==> src/rtl/sleep_wakeup_timer.sv <==
// APB wake-up scheduler: counts cycles while the core sleeps and raises a wake
// request on timeout or masked event. Define WAKEUP_TIMER_AUTORELOAD_EN for re-arm.
module sleep_wakeup_timer #(
  parameter int APB_ADDR_WIDTH = 12,
  parameter int NUM_EVT        = 8
) (
  input  logic                      HCLK,
  input  logic                      HRESETn,
  input  logic [APB_ADDR_WIDTH-1:0] PADDR,
  input  logic [31:0]               PWDATA,
  input  logic                      PWRITE,
  input  logic                      PSEL,
  input  logic                      PENABLE,
  output logic [31:0]               PRDATA,
  output logic                      PREADY,
  output logic                      PSLVERR,
  input  logic [NUM_EVT-1:0]        event_i,
  input  logic                      core_sleeping_i,
  output logic                      wakeup_o,
  output logic                      timer_irq_o
);

  typedef enum logic [1:0] {
    ST_IDLE  = 2'd0,
    ST_ARMED = 2'd1,
    ST_COUNT = 2'd2,
    ST_FIRE  = 2'd3
  } state_e;

  localparam logic [2:0] IDX_CTRL    = 3'd0;
  localparam logic [2:0] IDX_COMPARE = 3'd1;
  localparam logic [2:0] IDX_COUNT   = 3'd2;
  localparam logic [2:0] IDX_STATUS  = 3'd3;
  localparam logic [2:0] IDX_MASK    = 3'd4;

  state_e               state_q, state_d;
  logic                 ctrl_enable, ctrl_irq_en, autoreload;
  logic [31:0]          compare_q, count_q, count_d, cmp_eff, rdata;
  logic [NUM_EVT-1:0]   evt_mask;
  logic                 fired_q, irq_q, wakeup_q;
  logic                 fire_set, en_clr, wakeup_d;
  logic                 wr_en, rd_en;
  logic                 wr_ctrl, wr_compare, wr_status, wr_mask;
  logic [2:0]           word_idx;
  logic                 unused_addr_bits;

  assign word_idx   = PADDR[4:2];
  assign wr_en      = PSEL & PENABLE & PWRITE;
  assign rd_en      = PSEL & PENABLE & ~PWRITE;
  assign wr_ctrl    = wr_en && (word_idx == IDX_CTRL);
  assign wr_compare = wr_en && (word_idx == IDX_COMPARE);
  assign wr_status  = wr_en && (word_idx == IDX_STATUS);
  assign wr_mask    = wr_en && (word_idx == IDX_MASK);

  assign unused_addr_bits = ^{PADDR[APB_ADDR_WIDTH-1:5], PADDR[1:0]};

  // A COMPARE write lands in the same cycle the comparison uses it.
  assign cmp_eff = wr_compare ? PWDATA : compare_q;

  // ---------------------------------------------------------------- state reg
  // NOTE: sequential state uses non-blocking (<=) so every flop samples
  // pre-edge values regardless of block ordering.
  always_ff @(posedge HCLK) begin
    if (!HRESETn) state_q <= ST_IDLE;
    else          state_q <= state_d;
  end

  // --------------------------------------------------------------- next state
  // NOTE: default assignment first so no path leaves state_d unassigned
  // (which would infer a latch).
  always_comb begin
    state_d = state_q;
    if (!ctrl_enable) begin
      state_d = ST_IDLE;
    end else begin
      unique case (state_q)
        ST_IDLE:  state_d = ST_ARMED;
        ST_ARMED: if (core_sleeping_i)
                    state_d = (cmp_eff == 32'd0) ? ST_FIRE : ST_COUNT;
        ST_COUNT: begin
          if (!core_sleeping_i)
            state_d = ST_ARMED;
          else if (({1'b0, count_q} + 33'd1) >= {1'b0, cmp_eff})
            state_d = ST_FIRE;
        end
        ST_FIRE:  if (!core_sleeping_i)
                    state_d = autoreload ? ST_ARMED : ST_IDLE;
        default:  state_d = ST_IDLE;
      endcase
    end
  end

  // ------------------------------------------------------------- FSM outputs
  always_comb begin
    fire_set = (state_d == ST_FIRE) && (state_q != ST_FIRE);
    en_clr   = (state_q == ST_FIRE) && (state_d == ST_IDLE);
    wakeup_d = (state_d == ST_FIRE) || (|(event_i & evt_mask));
    count_d  = count_q;
    if (state_d == ST_IDLE || state_d == ST_ARMED)
      count_d = 32'd0;
    else if (state_q == ST_COUNT && count_q != 32'hFFFF_FFFF)
      count_d = count_q + 32'd1;
  end

  // ----------------------------------------------------------------- registers
  always_ff @(posedge HCLK) begin
    if (!HRESETn) begin
      ctrl_enable <= 1'b0;
      ctrl_irq_en <= 1'b0;
      compare_q   <= 32'd0;
      count_q     <= 32'd0;
      evt_mask    <= '0;
      fired_q     <= 1'b0;
      irq_q       <= 1'b0;
      wakeup_q    <= 1'b0;
    end else begin
      if (wr_ctrl) begin
        ctrl_enable <= PWDATA[0];
        ctrl_irq_en <= PWDATA[1];
      end else if (en_clr) begin
        ctrl_enable <= 1'b0;
      end
      if (wr_compare) compare_q <= PWDATA;
      if (wr_mask)    evt_mask  <= PWDATA[NUM_EVT-1:0];
      // A hardware set in the same cycle as a W1C must not be lost.
      if (fire_set)                    fired_q <= 1'b1;
      else if (wr_status && PWDATA[0]) fired_q <= 1'b0;
      count_q  <= count_d;
      irq_q    <= fired_q & ctrl_irq_en;
      wakeup_q <= wakeup_d;
    end
  end

`ifdef WAKEUP_TIMER_AUTORELOAD_EN
  always_ff @(posedge HCLK) begin
    if (!HRESETn)     autoreload <= 1'b0;
    else if (wr_ctrl) autoreload <= PWDATA[2];
  end
`else
  assign autoreload = 1'b0;
`endif

  // ----------------------------------------------------------------- read mux
  always_comb begin
    rdata = 32'd0;
    unique case (word_idx)
      IDX_CTRL:    rdata = {29'd0, autoreload, ctrl_irq_en, ctrl_enable};
      IDX_COMPARE: rdata = compare_q;
      IDX_COUNT:   rdata = count_q;
      IDX_STATUS:  rdata = {29'd0, state_q, fired_q};
      IDX_MASK:    rdata = 32'(evt_mask);
      default:     rdata = 32'd0;
    endcase
  end

  assign PRDATA      = rd_en ? rdata : 32'd0;
  assign PREADY      = 1'b1;
  assign PSLVERR     = 1'b0;
  assign wakeup_o    = wakeup_q;
  assign timer_irq_o = irq_q;

endmodule

==> config.mk <==
export PLATFORM = sky130hd
export DESIGN_NAME = sleep_wakeup_timer
export DESIGN_NICKNAME = d
export VERILOG_FILES = /design/src/rtl/sleep_wakeup_timer.sv
export SDC_FILE = /design/constraint.sdc
export NUM_CORES = 1
export LEC_CHECK = 0
export BUFFER_PORTS_ARGS = -buffer_cell sky130_fd_sc_hd__clkbuf_2
export CAP_MARGIN = 10
export CORE_MARGIN = 2
export CORE_UTILIZATION = 56
export DETAILED_ROUTE_END_ITERATION = 8
export HOLD_SLACK_MARGIN = 0.08
export PLACE_DENSITY = 0.82
export SLEW_MARGIN = 15
export SYNTH_ARGS = -nofsm -noshare
export SYNTH_HDL_FRONTEND = slang
export SYNTH_SLANG_ARGS = --single-unit
==> constraint.sdc <==
create_clock -name HCLK -period 6.6 [get_ports HCLK]
set_clock_uncertainty 0.15 [all_clocks]
set_input_delay 0 -clock HCLK [delete_from_list [all_inputs] [get_ports HCLK]]
set_output_delay 0 -clock HCLK [all_outputs]
set_load 0.01 [all_outputs]
* Yosys cells after proc, flatten, opt, wreduce, memory -nomap -nowiden *
Cells that the tools add are included.

word-level totals
  register bits = 79
  bits of input ports = 58
  output and inout port bits = 36

cells by class
  add/subtract/negate cells = 2
  magnitude comparators = 1
  equal/unequal tests = 11
  mux-type cells = 14
  bitwise logic cells = 7
  reductions and logical operators = 18

operator list
  kind                                                                   number
  32-bit one-hot mux with 5 select lines                                 1
  32-bit two-way mux                                                     2
  32-bit by 1-bit adder with 33-bit output, second input constant        1
  33-bit by 32-bit greater-or-equal comparator with 1-bit output         1
  32-bit by 1-bit adder with 32-bit output, second input constant        1
  32-bit zero test                                                       1
  32-bit != test, second input constant                                  1
  2-bit two-way mux                                                      5
  8-bit bitwise AND                                                      1
  1-bit logical AND                                                      8
  2-bit one-hot mux with 4 select lines                                  1
  8-bit OR reduction                                                     1
  2-bit equality test, second input constant                             3
  3-bit by 2-bit equality test with 1-bit output, second input constant  2
  1-bit two-way mux                                                      5
  1-bit bitwise AND                                                      4
  2-bit by 1-bit equality test with 1-bit output, second input constant  2
  2-bit zero test                                                        2
  2-bit nonzero test                                                     2
  3-bit by 1-bit equality test with 1-bit output, second input constant  1
  3-bit equality test, second input constant                             1
  3-bit zero test                                                        1
  1-bit logical OR                                                       2
  2-bit != test, second input constant                                   1
  2 further kinds                                                        3

* Longest topological paths before layout *
  depth in word-level cells = 13
  mapped depth = 13
  gate-level depth less buffers = 13

* Least setup slack after synthesis *
No wires, ideal clock.

  kind = reg2reg
  from = register count_q[2]
  to = register state_q[0]
  library setup time = 0.135 ns
  data arrival time = 2.774 ns
  required time = 6.315 ns
  path slack = 3.541 ns
  cell stages (with the launch flop) = 14
  buffers on the path = 2
  clock period less this slack = 3.059 ns
  path through = dfxtp_1 buf_2 nand4_1 or4_4 buf_6 nor4_4 xor2_1 ha_1 nand4_1 o22ai_1 a2111oi_0 nand4_1 o21bai_1 a41oi_1

between the ends
  word-level cells in the longest chain between the ends = 6

RTL lines
  what                                                            line  source
  from (decl)                                                     38    logic [31:0] compare_q, count_q, count_d, cmp_eff, rdata;
  from (signal assigned)                                          128   count_q <= count_d;
  32-bit by 1-bit adder with 33-bit output                        83    else if (({1'b0, count_q} + 33'd1) >= {1'b0, cmp_eff})
  33-bit by 32-bit greater-or-equal comparator with 1-bit output  83
  2-bit two-way mux                                               83
  2-bit two-way mux                                               81    if (!core_sleeping_i)
  2-bit one-hot mux with 4 select lines                           76    unique case (state_q)
  2-bit two-way mux                                               73    if (!ctrl_enable) begin
  to (signal assigned)                                            65    else state_q <= state_d;
  to (decl)                                                       36    state_e state_q, state_d;

No other way between the ends.
A chain may end at the register's enable or synchronous reset.

* Worst setup path after layout *
  from = input port PWRITE
  to = register state_q[0]

between the ends
  word-level cells in the longest chain between the ends = 8
  elaborated cells between the ends (all ways) = 11

RTL lines
  what                                                                                                line    source
  from (decl)                                                                                         11      input logic PWRITE,
  1-bit bitwise AND (*)                                                                               48      assign wr_en = PSEL & PENABLE & PWRITE;
  1-bit logical AND (*)                                                                               51      assign wr_compare = wr_en && (word_idx == IDX_COMPARE);
  32-bit two-way mux (*)                                                                              n/a
  33-bit by 32-bit greater-or-equal comparator with 1-bit output or 32-bit zero test (tied branches)  83, 79
  2-bit two-way mux or 1-bit two-way mux (tied branches)                                              83, 79
  2-bit two-way mux (on tied branches)                                                                81, 78
  2-bit one-hot mux with 4 select lines (*)                                                           76
  2-bit two-way mux (*)                                                                               73

Mark *: on every way between the ends. The rest lies on a longest branch, timed or not.

==> results.txt <==
Clock Tree Buf Depth = 2
Net Count, Synth = 732
global-route wire length before repair = 26200 microns
Port Buffers = 82
Synth Area in Compound Gates = 11.2%
Die W = 101 microns
Primary FF master, synth = dfxtp_1
Cells after Synth = 641
register-to-register path setup slack = 2510 ps
Power Total = 0.940 mW
hold_ws = 99.7 ps
slowest CP cell = a2111oi_0
Die H = 101 microns
synthesized flop and latch total = 79
RSZ-0062 raised after global routing = no
FF-to-FF path depth = 12
# fillers = 739
Worst Setup Start Kind = primary input
Hold Path Stages = 5
root buffer cell = clkbuf_8
Starting Density = 57.6%
vias in the first global route = 5236
detailed placement HPWL = 11900 microns
area growth from synthesis to layout = 19.7%
Synth cell types = 57
Slew headroom = 41.1%
post-synthesis cell area = 5320 sq um
post_cts resized = 0
Worst Min Path Start = event_i[5]
Reg clk slew, reported paths = 80 ps
# clock sinks = 79
H-tree levels = 3
Peak VDD IR = 0.0949 mV
outcome = finished, final reports clean
Tcrit/Tclk final = 62.9%
number of vias in the routed layout = 5323
post-layout util = 68.9%
GRT overflow = 0
clock latency on the worst-skew pair = 360 ps
Hold Path Class = in -> reg
Async SR Flop Fraction = 0%
Slew Viols, Final = 0
Hold Vio Cnt, Final = 0
drt pass-1 iters = 5
total CTS buffers = 9
Hold Buf Count CTS = 41
Final Wtd Congestion = 0.986
share of layout cells above drive strength 1 = 17.3%
Setup Buffers After CTS = 0
worst r2r dst = state_q[0]$_SDFF_PN0_
post-synthesis mux area share = 8.56%
setup TNS = 0 ps
Mean Syn Cell Area = 8.30 sq um
reg-to-reg startpoint = count_q[0]$_SDFFE_PP0P_
crit-path max cell delay = 660 ps
gr usage total = 32.8%
Worst EP arrival = 4220 ps
ANT cells = 0
CP most frequent cell = nand4_1
Final min period = 4150 ps
Hold Crit Endpoint = wakeup_o$_SDFF_PN0_
wire per inst = 19.1 microns
drc violations = 0
XOR/XNOR share of the synthesized area = 9.72%
Adder-Cell Fraction of Synth Area = 7.76%
Pwr per Cell Area = 148 nW/um^2
pin count of the biggest net entering global routing = 43
number of flops mapped to enable cells by yosys = 0
crit-path cells = dlygate4sd3_1, clkbuf_2, nand4b_1, nor2_4, buf_4, mux2i_1, ha_1, nand4_1, o22ai_1, a2111oi_0, nand4_1, o21bai_1, a41oi_1
sequential element share of the synthesized area = 29.7%
Post-DRT Antenna Nets = 0
Worst Max-Slew Pin Slew = 882 ps
Ports = 94
Final Setup Violations = 0
Crit. End Element = flip-flop
Simple-Gate Fraction of Synth Area = 28.2%
crit-path max FO = 17
vias per inst = 6.10
fmax = 0.241 GHz
Iter 0 DRT Violations = 492
combinational family with the most area after synthesis = simple AND/OR/NAND/NOR gates
max-cap viol count = 0
WP data required = 6670 ps
Net count, final = 830
leak pwr = 2.56 nW
kind of critical path = in -> reg
Synth warnings = 0
Placed Cells = 816
drt total wl = 16700 microns
initial antenna violation count = 0
Layout Cells excl Fill = 873
DIE AREA = 10300 sq um
core area = 9240 sq um
num rows = 35
CTS tree = built
-- how the worst max path moves through the flow --
stage | startpoint | endpoint | cells past startpoint
2_1_floorplan | count_q[2]$_SDFFE_PP0P_ | state_q[0]$_SDFF_PN0_ | 13
3_3_place_gp | PADDR[3] | state_q[0]$_SDFF_PN0_ | 12
3_5_place_dp | PADDR[3] | state_q[0]$_SDFF_PN0_ | 12
4_1_cts | count_q[7]$_SDFFE_PP0P_ | state_q[0]$_SDFF_PN0_ | 11
5_1_grt | PADDR[4] | state_q[0]$_SDFF_PN0_ | 13
6_report | PWRITE | state_q[0]$_SDFF_PN0_ | 13
-- kinds of logic after synthesis --
logic type / Yosys count
AND/OR/NAND/NOR: 281
AO/OA/AOI/OAI: 88
flip-flops: 79
XOR/XNOR: 59
buffers and inverters: 54
multiplexers: 45
adder cells (fa/ha/maj): 33
other: 2
-- sequential cells by signal, summed over array words and instances, names as in the netlist --
register and count:
ctrl_irq_en 1, ctrl_enable 1, wakeup_o 1, compare_q 32, fired_q 1, evt_mask 8, count_q 32, state_q 2
timer_irq_o 1
-- synth_stat cells, drive strengths merged (6+ instances only) --
cell type  instances  share of area [%]
nor2             119                8.4
dfxtp             79                 30
xor2              45                7.4
mux2i             41                7.7
a22oi             37                5.2
ha                33                7.8
nand3             33                3.1
nand2             29                2.0
clkbuf            26                1.8
nand4             26                3.3
nor4              25                4.5
a21oi             23                2.2
buf               18                2.2
xnor2             14                2.3
and3               9                1.1
inv                9               0.64
o21ai              8               0.75
nor3               7                1.0
and2               6               0.71
and4               6               0.99
-- layout make-up --
class | count | area (sq um) | share of cell area (%)
Clock buffer | 10 | 138 | 2.16
Clock inverter | 6 | 60.1 | 0.944
Inverter | 10 | 37.5 | 0.590
Multi-Input combinational cell | 508 | 3510 | 55.1
Sequential cell | 79 | 1580 | 24.8
Tap cell | 129 | 161 | 2.54
Timing Repair Buffer | 131 | 881 | 13.8
-- where the power goes --
part | internal, mW | leakage, nW | total, mW | switching, mW
clock network | 0.183 | 0.0981 | 0.370 | 0.187
registers | 0.478 | 0.636 | 0.480 | 0.00215
logic | 0.0396 | 1.82 | 0.0894 | 0.0498
-- worst max-delay path, delay by kind of cell --
family,cells,cell delay [ps]
compound gates,4,1090
fa+ha+maj,1,300
buf+inv,3,1070
mux,1,350
simple gates,4,1380
-- routing by layer --
metal | global-route usage (%) | vias to the layer above | wire, microns | part of all wire, %
met1 | 41.3 | 2487 | 6950 | 42
met4 | 13.7 | 0 | 496 | 3.0
met2 | 55.8 | 284 | 7990 | 48
met3 | 5.11 | 46 | 1240 | 7.4
met5 | 0 | - | 0 | 0
li1 | - | 2506 | - | -
-- cell usage in the layout, fill, tap and decap left out, types with 5 or more instances in the layout --
cell | netlist | final
a22oi_1 | 37 | 37
xor2_1 | 45 | 45
nand3_1 | 33 | 33
nor4_1 | 19 | 19
dfxtp_1 | 79 | 79
xnor2_1 | 14 | 14
buf_4 | 4 | 8
a21oi_1 | 23 | 23
nor4_4 | 5 | 5
clkbuf_2 | 0 | 82
dlygate4sd3_1 | 0 | 41
o21ai_0 | 7 | 7
nor2_1 | 118 | 117
nand2_1 | 29 | 29
and2_1 | 6 | 6
and3_1 | 9 | 9
nand4_1 | 24 | 24
ha_1 | 33 | 33
and4_1 | 6 | 6
inv_1 | 9 | 9
mux2i_1 | 41 | 41
clkbuf_8 | 0 | 10
-- through the flow --
stage,cell area [sq um],worst slack [ps]
global placement,5760,2640
floorplan,5320,3540
CTS,6360,2590
global route,6360,2200
finish,6360,2450
detailed placement,5760,2560
Note: power is estimated with default switching activity, not from simulation.
